<file path="src/rtl/selfcomp_pkg.sv">
// Shared definitions for the self-composition leak monitor: FSM state
// encoding and the default sizing constants used by the top level.
package selfcomp_pkg;

  localparam int DEF_DATA_W   = 128;
  localparam int DEF_CNT_W    = 8;
  localparam int DEF_MAX_SKEW = 16;

  typedef enum logic [1:0] {
    IDLE      = 2'd0,
    ARMED     = 2'd1,
    WAIT_REST = 2'd2,
    DONE      = 2'd3
  } state_t;

endpackage

</file>
<file path="src/rtl/selfcomp_sat_cnt.sv">
// Saturating up-counter with synchronous load. Used for the latency and
// skew measurements; it holds at all-ones instead of wrapping.
module selfcomp_sat_cnt
  import selfcomp_pkg::*;
#(
  parameter int W = DEF_CNT_W
) (
  input  logic         clk,
  input  logic         rst_n,
  input  logic         load,
  input  logic [W-1:0] load_val,
  input  logic         inc,
  output logic [W-1:0] count
);

  // Load has priority over increment; increment stops at the maximum value.
  // NOTE: sequential state uses non-blocking (<=) so every flop samples the
  // pre-edge values, independent of block evaluation order.
  always_ff @(posedge clk or negedge rst_n) begin
    if (!rst_n) begin
      count <= '0;
    end else if (load) begin
      count <= load_val;
    end else if (inc && (count != '1)) begin
      count <= count + 1'b1;
    end
  end

endmodule

</file>
<file path="src/rtl/selfcomp_leak_monitor.sv">
// Observes NUM_COPIES self-composed copies of a design that were started by
// the same transaction and flags timing leaks (copies answering on
// different cycles), value leaks (copies answering with different results)
// and copies that never answer within MAX_SKEW cycles of the first one.
// Optional feature macro: SELFCOMP_VALUE_CHECK_EN enables result capture
// and the value compare; without it value_leak is constant 0.
module selfcomp_leak_monitor
  import selfcomp_pkg::*;
#(
  parameter int NUM_COPIES = 2,
  parameter int DATA_W     = DEF_DATA_W,
  parameter int CNT_W      = DEF_CNT_W,
  parameter int MAX_SKEW   = DEF_MAX_SKEW
) (
  input  logic                         clock,
  input  logic                         reset,
  input  logic                         in_fire,
  input  logic [NUM_COPIES-1:0]        copy_valid,
  input  logic [NUM_COPIES*DATA_W-1:0] copy_result,
  input  logic                         clear,
  output logic                         any_valid,
  output logic                         all_valid,
  output logic                         timing_leak,
  output logic                         value_leak,
  output logic                         leak_done,
  output logic                         timeout,
  output logic [CNT_W-1:0]             latency,
  output logic [CNT_W-1:0]             skew
);

  // Skew value at which the next WAIT_REST increment reaches MAX_SKEW.
  localparam logic [CNT_W-1:0] SKEW_LAST = CNT_W'(MAX_SKEW - 1);

  state_t                state;
  state_t                state_nxt;
  logic [NUM_COPIES-1:0] seen;
  logic [NUM_COPIES-1:0] capture;
  logic [CNT_W-1:0]      lat_cnt;
  logic                  lat_load;
  logic                  lat_inc;
  logic                  skew_load;
  logic                  skew_inc;
  logic [CNT_W-1:0]      skew_load_val;
  logic                  tl_set;
  logic                  to_set;

  assign any_valid = |copy_valid;
  assign all_valid = &copy_valid;
  assign leak_done = (state == DONE);

  // Next-state and per-cycle control decode.
  // NOTE: every signal written here gets a default first, so no path leaves
  // one unassigned and no latch is inferred.
  always_comb begin
    state_nxt     = state;
    lat_load      = 1'b0;
    lat_inc       = 1'b0;
    skew_load     = 1'b0;
    skew_load_val = '0;
    skew_inc      = 1'b0;
    tl_set        = 1'b0;
    to_set        = 1'b0;
    capture       = '0;
    case (state)
      IDLE: begin
        if (in_fire) begin
          state_nxt = ARMED;
          lat_load  = 1'b1;
        end
      end
      ARMED: begin
        lat_inc = 1'b1;
        if (any_valid) begin
          capture   = copy_valid;
          skew_load = 1'b1;
          if (all_valid) begin
            state_nxt = DONE;
          end else begin
            state_nxt     = WAIT_REST;
            skew_load_val = CNT_W'(1);
            tl_set        = 1'b1;
          end
        end
      end
      WAIT_REST: begin
        capture = copy_valid & ~seen;
        if (&(seen | copy_valid)) begin
          state_nxt = DONE;
        end else begin
          skew_inc = 1'b1;
          if (skew >= SKEW_LAST) begin
            state_nxt = DONE;
            to_set    = 1'b1;
          end
        end
      end
      DONE: begin
        state_nxt = IDLE;
      end
      default: begin
        state_nxt = IDLE;
      end
    endcase
  end

  // State register.
  always_ff @(posedge clock or negedge reset) begin
    if (!reset) begin
      state <= IDLE;
    end else begin
      state <= state_nxt;
    end
  end

  // Seen mask: cleared at transaction start, only ever gains bits after that.
  always_ff @(posedge clock or negedge reset) begin
    if (!reset) begin
      seen <= '0;
    end else if (state == IDLE && in_fire) begin
      seen <= '0;
    end else begin
      seen <= seen | capture;
    end
  end

  // Cycles since in_fire; counts through the detecting cycle as well.
  selfcomp_sat_cnt #(.W(CNT_W)) u_lat_cnt (
    .clk      (clock),
    .rst_n    (reset),
    .load     (lat_load),
    .load_val ('0),
    .inc      (lat_inc),
    .count    (lat_cnt)
  );

  // Skew counter drives the output directly; it only moves during a check.
  selfcomp_sat_cnt #(.W(CNT_W)) u_skew_cnt (
    .clk      (clock),
    .rst_n    (reset),
    .load     (skew_load),
    .load_val (skew_load_val),
    .inc      (skew_inc),
    .count    (skew)
  );

  // Latency output: the saturated count including the first-valid cycle.
  always_ff @(posedge clock or negedge reset) begin
    if (!reset) begin
      latency <= '0;
    end else if (state == ARMED && any_valid) begin
      latency <= (lat_cnt == '1) ? lat_cnt : lat_cnt + 1'b1;
    end
  end

  // Sticky timing/timeout flags; a set in the same cycle as clear wins.
  always_ff @(posedge clock or negedge reset) begin
    if (!reset) begin
      timing_leak <= 1'b0;
      timeout     <= 1'b0;
    end else begin
      timing_leak <= (timing_leak & ~clear) | tl_set;
      timeout     <= (timeout & ~clear) | to_set;
    end
  end

`ifdef SELFCOMP_VALUE_CHECK_EN
  logic [DATA_W-1:0]     cap_q [NUM_COPIES];
  logic [DATA_W-1:0]     eff   [NUM_COPIES];
  logic [NUM_COPIES-1:0] eff_seen;
  logic                  mismatch;
  logic                  vl_set;

  // Capture each copy's result on the first cycle its valid is seen.
  // NOTE: the result store is reset like any other state so a compare can
  // never observe X or a previous power-up's contents.
  always_ff @(posedge clock or negedge reset) begin
    if (!reset) begin
      for (int k = 0; k < NUM_COPIES; k++) cap_q[k] <= '0;
    end else begin
      for (int k = 0; k < NUM_COPIES; k++) begin
        if (capture[k]) cap_q[k] <= copy_result[k*DATA_W +: DATA_W];
      end
    end
  end

  // Compare against copy 0 including results captured this very cycle, so
  // the flag is visible together with leak_done. Unseen copies are skipped.
  always_comb begin
    eff_seen = seen | capture;
    mismatch = 1'b0;
    for (int k = 0; k < NUM_COPIES; k++) begin
      eff[k] = capture[k] ? copy_result[k*DATA_W +: DATA_W] : cap_q[k];
    end
    for (int k = 1; k < NUM_COPIES; k++) begin
      if (eff_seen[0] && eff_seen[k] && (eff[k] != eff[0])) mismatch = 1'b1;
    end
  end

  assign vl_set = mismatch && (state_nxt == DONE);

  // Sticky value flag; a set in the same cycle as clear wins.
  always_ff @(posedge clock or negedge reset) begin
    if (!reset) begin
      value_leak <= 1'b0;
    end else begin
      value_leak <= (value_leak & ~clear) | vl_set;
    end
  end
`else
  logic unused_result;
  assign unused_result = ^copy_result;
  assign value_leak    = 1'b0;
`endif

endmodule
</file>
<file path="config.mk">
export PLATFORM = sky130hd
export DESIGN_NAME = selfcomp_leak_monitor
export DESIGN_NICKNAME = d
export VERILOG_FILES = /design/src/rtl/selfcomp_pkg.sv /design/src/rtl/selfcomp_sat_cnt.sv /design/src/rtl/selfcomp_leak_monitor.sv
export SDC_FILE = /design/constraint.sdc
export NUM_CORES = 1
export LEC_CHECK = 0
export ABC_CLOCK_PERIOD_IN_PS = 2400
export CORE_AREA = 3 3 109 111
export CTS_CLUSTER_SIZE = 16
export DETAILED_ROUTE_END_ITERATION = 6
export DIE_AREA = 0 0 112 114
export HOLD_SLACK_MARGIN = 0.12
export PLACE_DENSITY = 0.67
export SLEW_MARGIN = 20
export SYNTH_ARGS = -nofsm -noshare
export SYNTH_HDL_FRONTEND = slang
export SYNTH_HIERARCHICAL = 1
export SYNTH_SLANG_ARGS = --single-unit
export TNS_END_PERCENT = 30
</file>
<file path="constraint.sdc">
create_clock -name clock -period 2.4 [get_ports clock]
set_input_delay 0.6 -clock clock [delete_from_list [all_inputs] [get_ports clock]]
set_output_delay 0.6 -clock clock [all_outputs]
set_load 0.01 [all_outputs]
</file>
==> summary by stage, run 1 <==
Run status
The flow ran to the end, and the final reports show no timing, DRC or antenna violations.

Final layout
The area growth from synthesis to layout is 29.1%. The share of layout cells above drive strength 1 is 14.2%. The finished cells cover 2640 µm². The number of antenna cells inserted is 0. The number of nets in the layout is 538.

Setup path
The critical path required time is 1.80 ns. Counting both buffers and inverters, the worst setup path holds a total of 4. The path length in cells of the critical path is 5.

The standard cell with the maximum stage delay on the critical path is sky130_fd_sc_hd__dlygate4sd2_1. The endpoint of the most critical register-to-register path is u_skew_cnt/count[3]$_DFFE_PN0P_. The capture point of the critical path is any_valid. The critical path capture point type is an output port. The worst register-to-register path begins at state[1]$_DFFE_PN0P_. The signal on the critical path passes through dlygate4sd2_1 -> inv_1 -> ha_1 -> inv_2 -> dlygate4sd2_1.

For this run, the slowest stage of the critical path takes 0.26 ns. The count of cells along the worst register-to-register path is 7. The worst register-to-register path has a setup slack of 0.50 ns. STA classifies the critical path startpoint as an input port. The kind of cell adding the most delay to the critical path is buffers and inverters. The most common cell type on the critical path is sky130_fd_sc_hd__dlygate4sd2_1. The launching instance or port of the critical path is copy_valid[0]. Data arrives at the worst endpoint at 1.48 ns. The critical path is of the in2out type.

Along the worst path, the maximum fanout reaches 3.

Power
Dividing total power by cell area gives a power density of 1200 nW/µm². The reported leakage power is 1.08 nW. VDD sags by at most 544 µV.

Timing
The total count of max-transition violations in the final report is 0. Setup repair after global routing left no endpoint under its margin. The post-route worst setup slack is 0.324 ns. Clock skew on the completed layout was measured at 0.0140 ns. Adding up every negative setup slack in the final design gives 0 ns. Setup violations remaining at the end of the flow were counted as 0. The minimum hold slack is 0.482 ns. Of the available clock period, the critical path in the final layout requires 86.5%.

Derived from the worst setup path, the maximum achievable clock frequency is 482 MHz. The minimum clock period after layout is 2.08 ns. The final hold violation count is 0.

Die
Row generation in the floorplan step produced 38 rows. The I/O pin total is 284. In this run the standard cell core region covers 10,900 µm². The initial utilization of the core area, before any placement, comes to 18.8%. The height of the chip is 114 µm. The chip width is 112 µm. The die covers 12,800 µm².

Worst hold path
The class of the tightest hold or removal check is reg2reg. Along the worst hold path, the cell count comes to 1.

CTS
The cell sitting at the root of the clock tree is a sky130_fd_sc_hd__clkbuf_8. The number of hold buffers added after CTS was 0. The H-tree generated during clock tree synthesis spans 2 levels. The number of clock buffers added by TritonCTS is 5. The source-to-sink clock delay at the later pin of the worst-skew pair is 0.29 ns.

The number of buffers on the longest clock path is 2. The CTS tree is done. Buffers added to address setup during post-CTS repair amount to 0. The tree built by TritonCTS fans out to 30 sinks.

The clock-pin transition on the worst setup and hold timing paths is 0.07 ns.

Global routing
The number of global-route vias before repair was 1,764. The largest net degree at the start of global routing is 31. The first-pass GRT wire length is 8720 µm. After global routing the overflow that remains totals 0. The initial antenna violation count is 0. Global routing used 8.28% of the available tracks.

Synth
The main flop type after synthesis is sky130_fd_sc_hd__dfrtp_1. The flop and latch count out of synthesis is 30. The post-synthesis area per instance is 9.42 µm². The Yosys warning count is 6. Yosys mapped the design onto 49 distinct sky130hd cell types. The fraction of synthesis flops using an asynchronous set or reset pin is 100%. Of the synthesized area, sequential elements account for 36.7%.

The total standard cell area after synthesis is 2040 µm². Counting flops with a built-in enable in the synthesized netlist gives 0. After technology mapping, the gate count stands at 217.

Detailed routing
The routed via count divided by cell count is 4.44. The residual DRC count is 0. Before antenna repair, the detailed router went through 4 iterations. In this run the remaining antenna-violating nets after routing total 0. The total number of vias is 1,808.

The final routed wire length divided by cell count is 12.8 µm. The count of routing violations after the opening detailed-route iteration is 153. Summed over all layers, the routed wires come to 5220 µm.

Placement
The count of buffers added on input and output ports is 26. Detailed placement finished with a half-perimeter wire length of 3730 µm. At the end of routability-driven placement, the weighted congestion stood at 0.805. The placed instances occupy a cell area of 2550 µm².

Prior to clock tree synthesis, the placed netlist has a worst setup slack of -0.230 ns.

Run
The max-capacitance violation count is 0.
## report_power, final
group	total, mW	switching [mW]	internal (mW)	leakage, nW
Combinational	1.55	0.780	0.772	0.666
Sequential	1.18	0.428	0.756	0.368
Clock	0.430	0.198	0.231	0.0482
## cell usage after synthesis, types with 5 or more instances
cell / number / area, µm²
sky130_fd_sc_hd__o31ai_1: 9 / 67.6
sky130_fd_sc_hd__a31oi_1: 5 / 31.3
sky130_fd_sc_hd__a21oi_1: 16 / 80.1
sky130_fd_sc_hd__dfrtp_1: 30 / 751
sky130_fd_sc_hd__nand3_1: 8 / 40.0
sky130_fd_sc_hd__and3_1: 5 / 31.3
sky130_fd_sc_hd__ha_1: 10 / 125
sky130_fd_sc_hd__buf_2: 5 / 25.0
sky130_fd_sc_hd__nor2_1: 12 / 45.0
sky130_fd_sc_hd__nand4_1: 5 / 31.3
sky130_fd_sc_hd__inv_1: 8 / 30.0
sky130_fd_sc_hd__nand2_1: 26 / 97.6
sky130_fd_sc_hd__a211oi_1: 5 / 37.5
sky130_fd_sc_hd__xor2_1: 5 / 43.8
## final cells by class
type                    instances  area [µm²]
well taps                     140         175
clock inverters                 1        5.00
multi-input cells             180        1230
inverters                      10        37.5
fillers                      1161        8250
flip-flops and latches         30         751
repair buffers                 39         357
clock buffers                   7        86.3
## flip-flops by register name (all words and copies together) (netlist names)
| signal | count |
|---|---|
| latency | 8 |
| seen | 2 |
| state | 2 |
| timeout | 1 |
| timing_leak | 1 |
| u_lat_cnt/count | 8 |
| u_skew_cnt/count | 8 |
## metrics by stage
| stage | instances | total power [mW] | utilization, % |
|---|---|---|---|
| after floorplan | 232 | 2.07 | - |
| after global placement | 399 | 2.70 | 23.4 |
| after detailed placement | 399 | 2.73 | 23.4 |
| after CTS | 407 | 3.18 | 24.2 |
| after global routing | 407 | 3.45 | 24.2 |
| final | 407 | 3.16 | 24.2 |
## routing by layer
layer / part of all wire [%] / GRT usage, %
met1: 48 / 10.9
met5: 0 / 0
met2: 44 / 12.9
met3: 7.2 / 3.18
met4: 0.65 / 1.92
## worst register-to-register path: stages, from the launching register on
cell and delay [ns]:
sky130_fd_sc_hd__dfrtp_1 0.42, sky130_fd_sc_hd__inv_1 0.13, sky130_fd_sc_hd__ha_1 0.45, sky130_fd_sc_hd__nand2_1 0.18
sky130_fd_sc_hd__inv_2 0.22, sky130_fd_sc_hd__nor2b_1 0.10, sky130_fd_sc_hd__a32oi_1 0.21, sky130_fd_sc_hd__nand2_1 0.07
## logic make-up after synthesis
group / share of synthesized area (%)
AOI/OAI and AO/OA: 23.3
xor gates and xnor gates: 2.14
adders and majority gates: 6.12
buffers and inverters: 6.00
DFF: 36.7
muxes: 0.490
other: 0.184
and+or+nand+nor: 25.0
## repair_timing
action / in CTS / in global routing
gates cloned: 0 / 0
gates resized for setup: 3 / 1
setup endpoints to repair: 2 / 1
endpoints found under the hold margin: 0 / 0
## how the worst min path moves through the flow
stage                                     start                      to  slack (ns)
after floorplan                           reset  latency[0]$_DFFE_PN0P_        0.30
after global placement    timing_leak$_DFF_PN0_   timing_leak$_DFF_PN0_        0.47
after detailed placement  timing_leak$_DFF_PN0_   timing_leak$_DFF_PN0_        0.48
after CTS                 timing_leak$_DFF_PN0_   timing_leak$_DFF_PN0_        0.49
after global routing      timing_leak$_DFF_PN0_   timing_leak$_DFF_PN0_        0.52
final                     timing_leak$_DFF_PN0_   timing_leak$_DFF_PN0_        0.48
## placed cells by master (no fill, tap or decap), types with 3 or more instances in the layout
master,n
sky130_fd_sc_hd__nand3_1,8
sky130_fd_sc_hd__inv_1,8
sky130_fd_sc_hd__and3_1,5
sky130_fd_sc_hd__and4_1,4
sky130_fd_sc_hd__o31ai_2,3
sky130_fd_sc_hd__clkbuf_8,6
sky130_fd_sc_hd__o31ai_1,9
sky130_fd_sc_hd__a211oi_1,5
sky130_fd_sc_hd__a21oi_1,16
sky130_fd_sc_hd__xor2_1,5
sky130_fd_sc_hd__buf_4,13
sky130_fd_sc_hd__nand4_1,5
sky130_fd_sc_hd__a31oi_1,5
sky130_fd_sc_hd__clkdlybuf4s50_1,22
sky130_fd_sc_hd__nor2_1,12
sky130_fd_sc_hd__and2_1,3
sky130_fd_sc_hd__nand2_1,26
sky130_fd_sc_hd__a22oi_1,3
sky130_fd_sc_hd__o21ai_1,4
sky130_fd_sc_hd__dfrtp_1,30
sky130_fd_sc_hd__ha_1,10
sky130_fd_sc_hd__dlygate4sd2_1,3
sky130_fd_sc_hd__conb_1,16
sky130_fd_sc_hd__nor2b_1,4
Note: power is estimated with default switching activity, not from simulation.
==> inputs of run 2 (changes only) <==
--- a/config.mk
+++ b/config.mk
@@ -17,4 +17,4 @@
 export SYNTH_HDL_FRONTEND = slang
 export SYNTH_HIERARCHICAL = 1
 export SYNTH_SLANG_ARGS = --single-unit
-export TNS_END_PERCENT = 30
+export TNS_END_PERCENT = 100
==> results of run 2 <==
No change in the layout: final DEF, timing and power equal those of run 1.
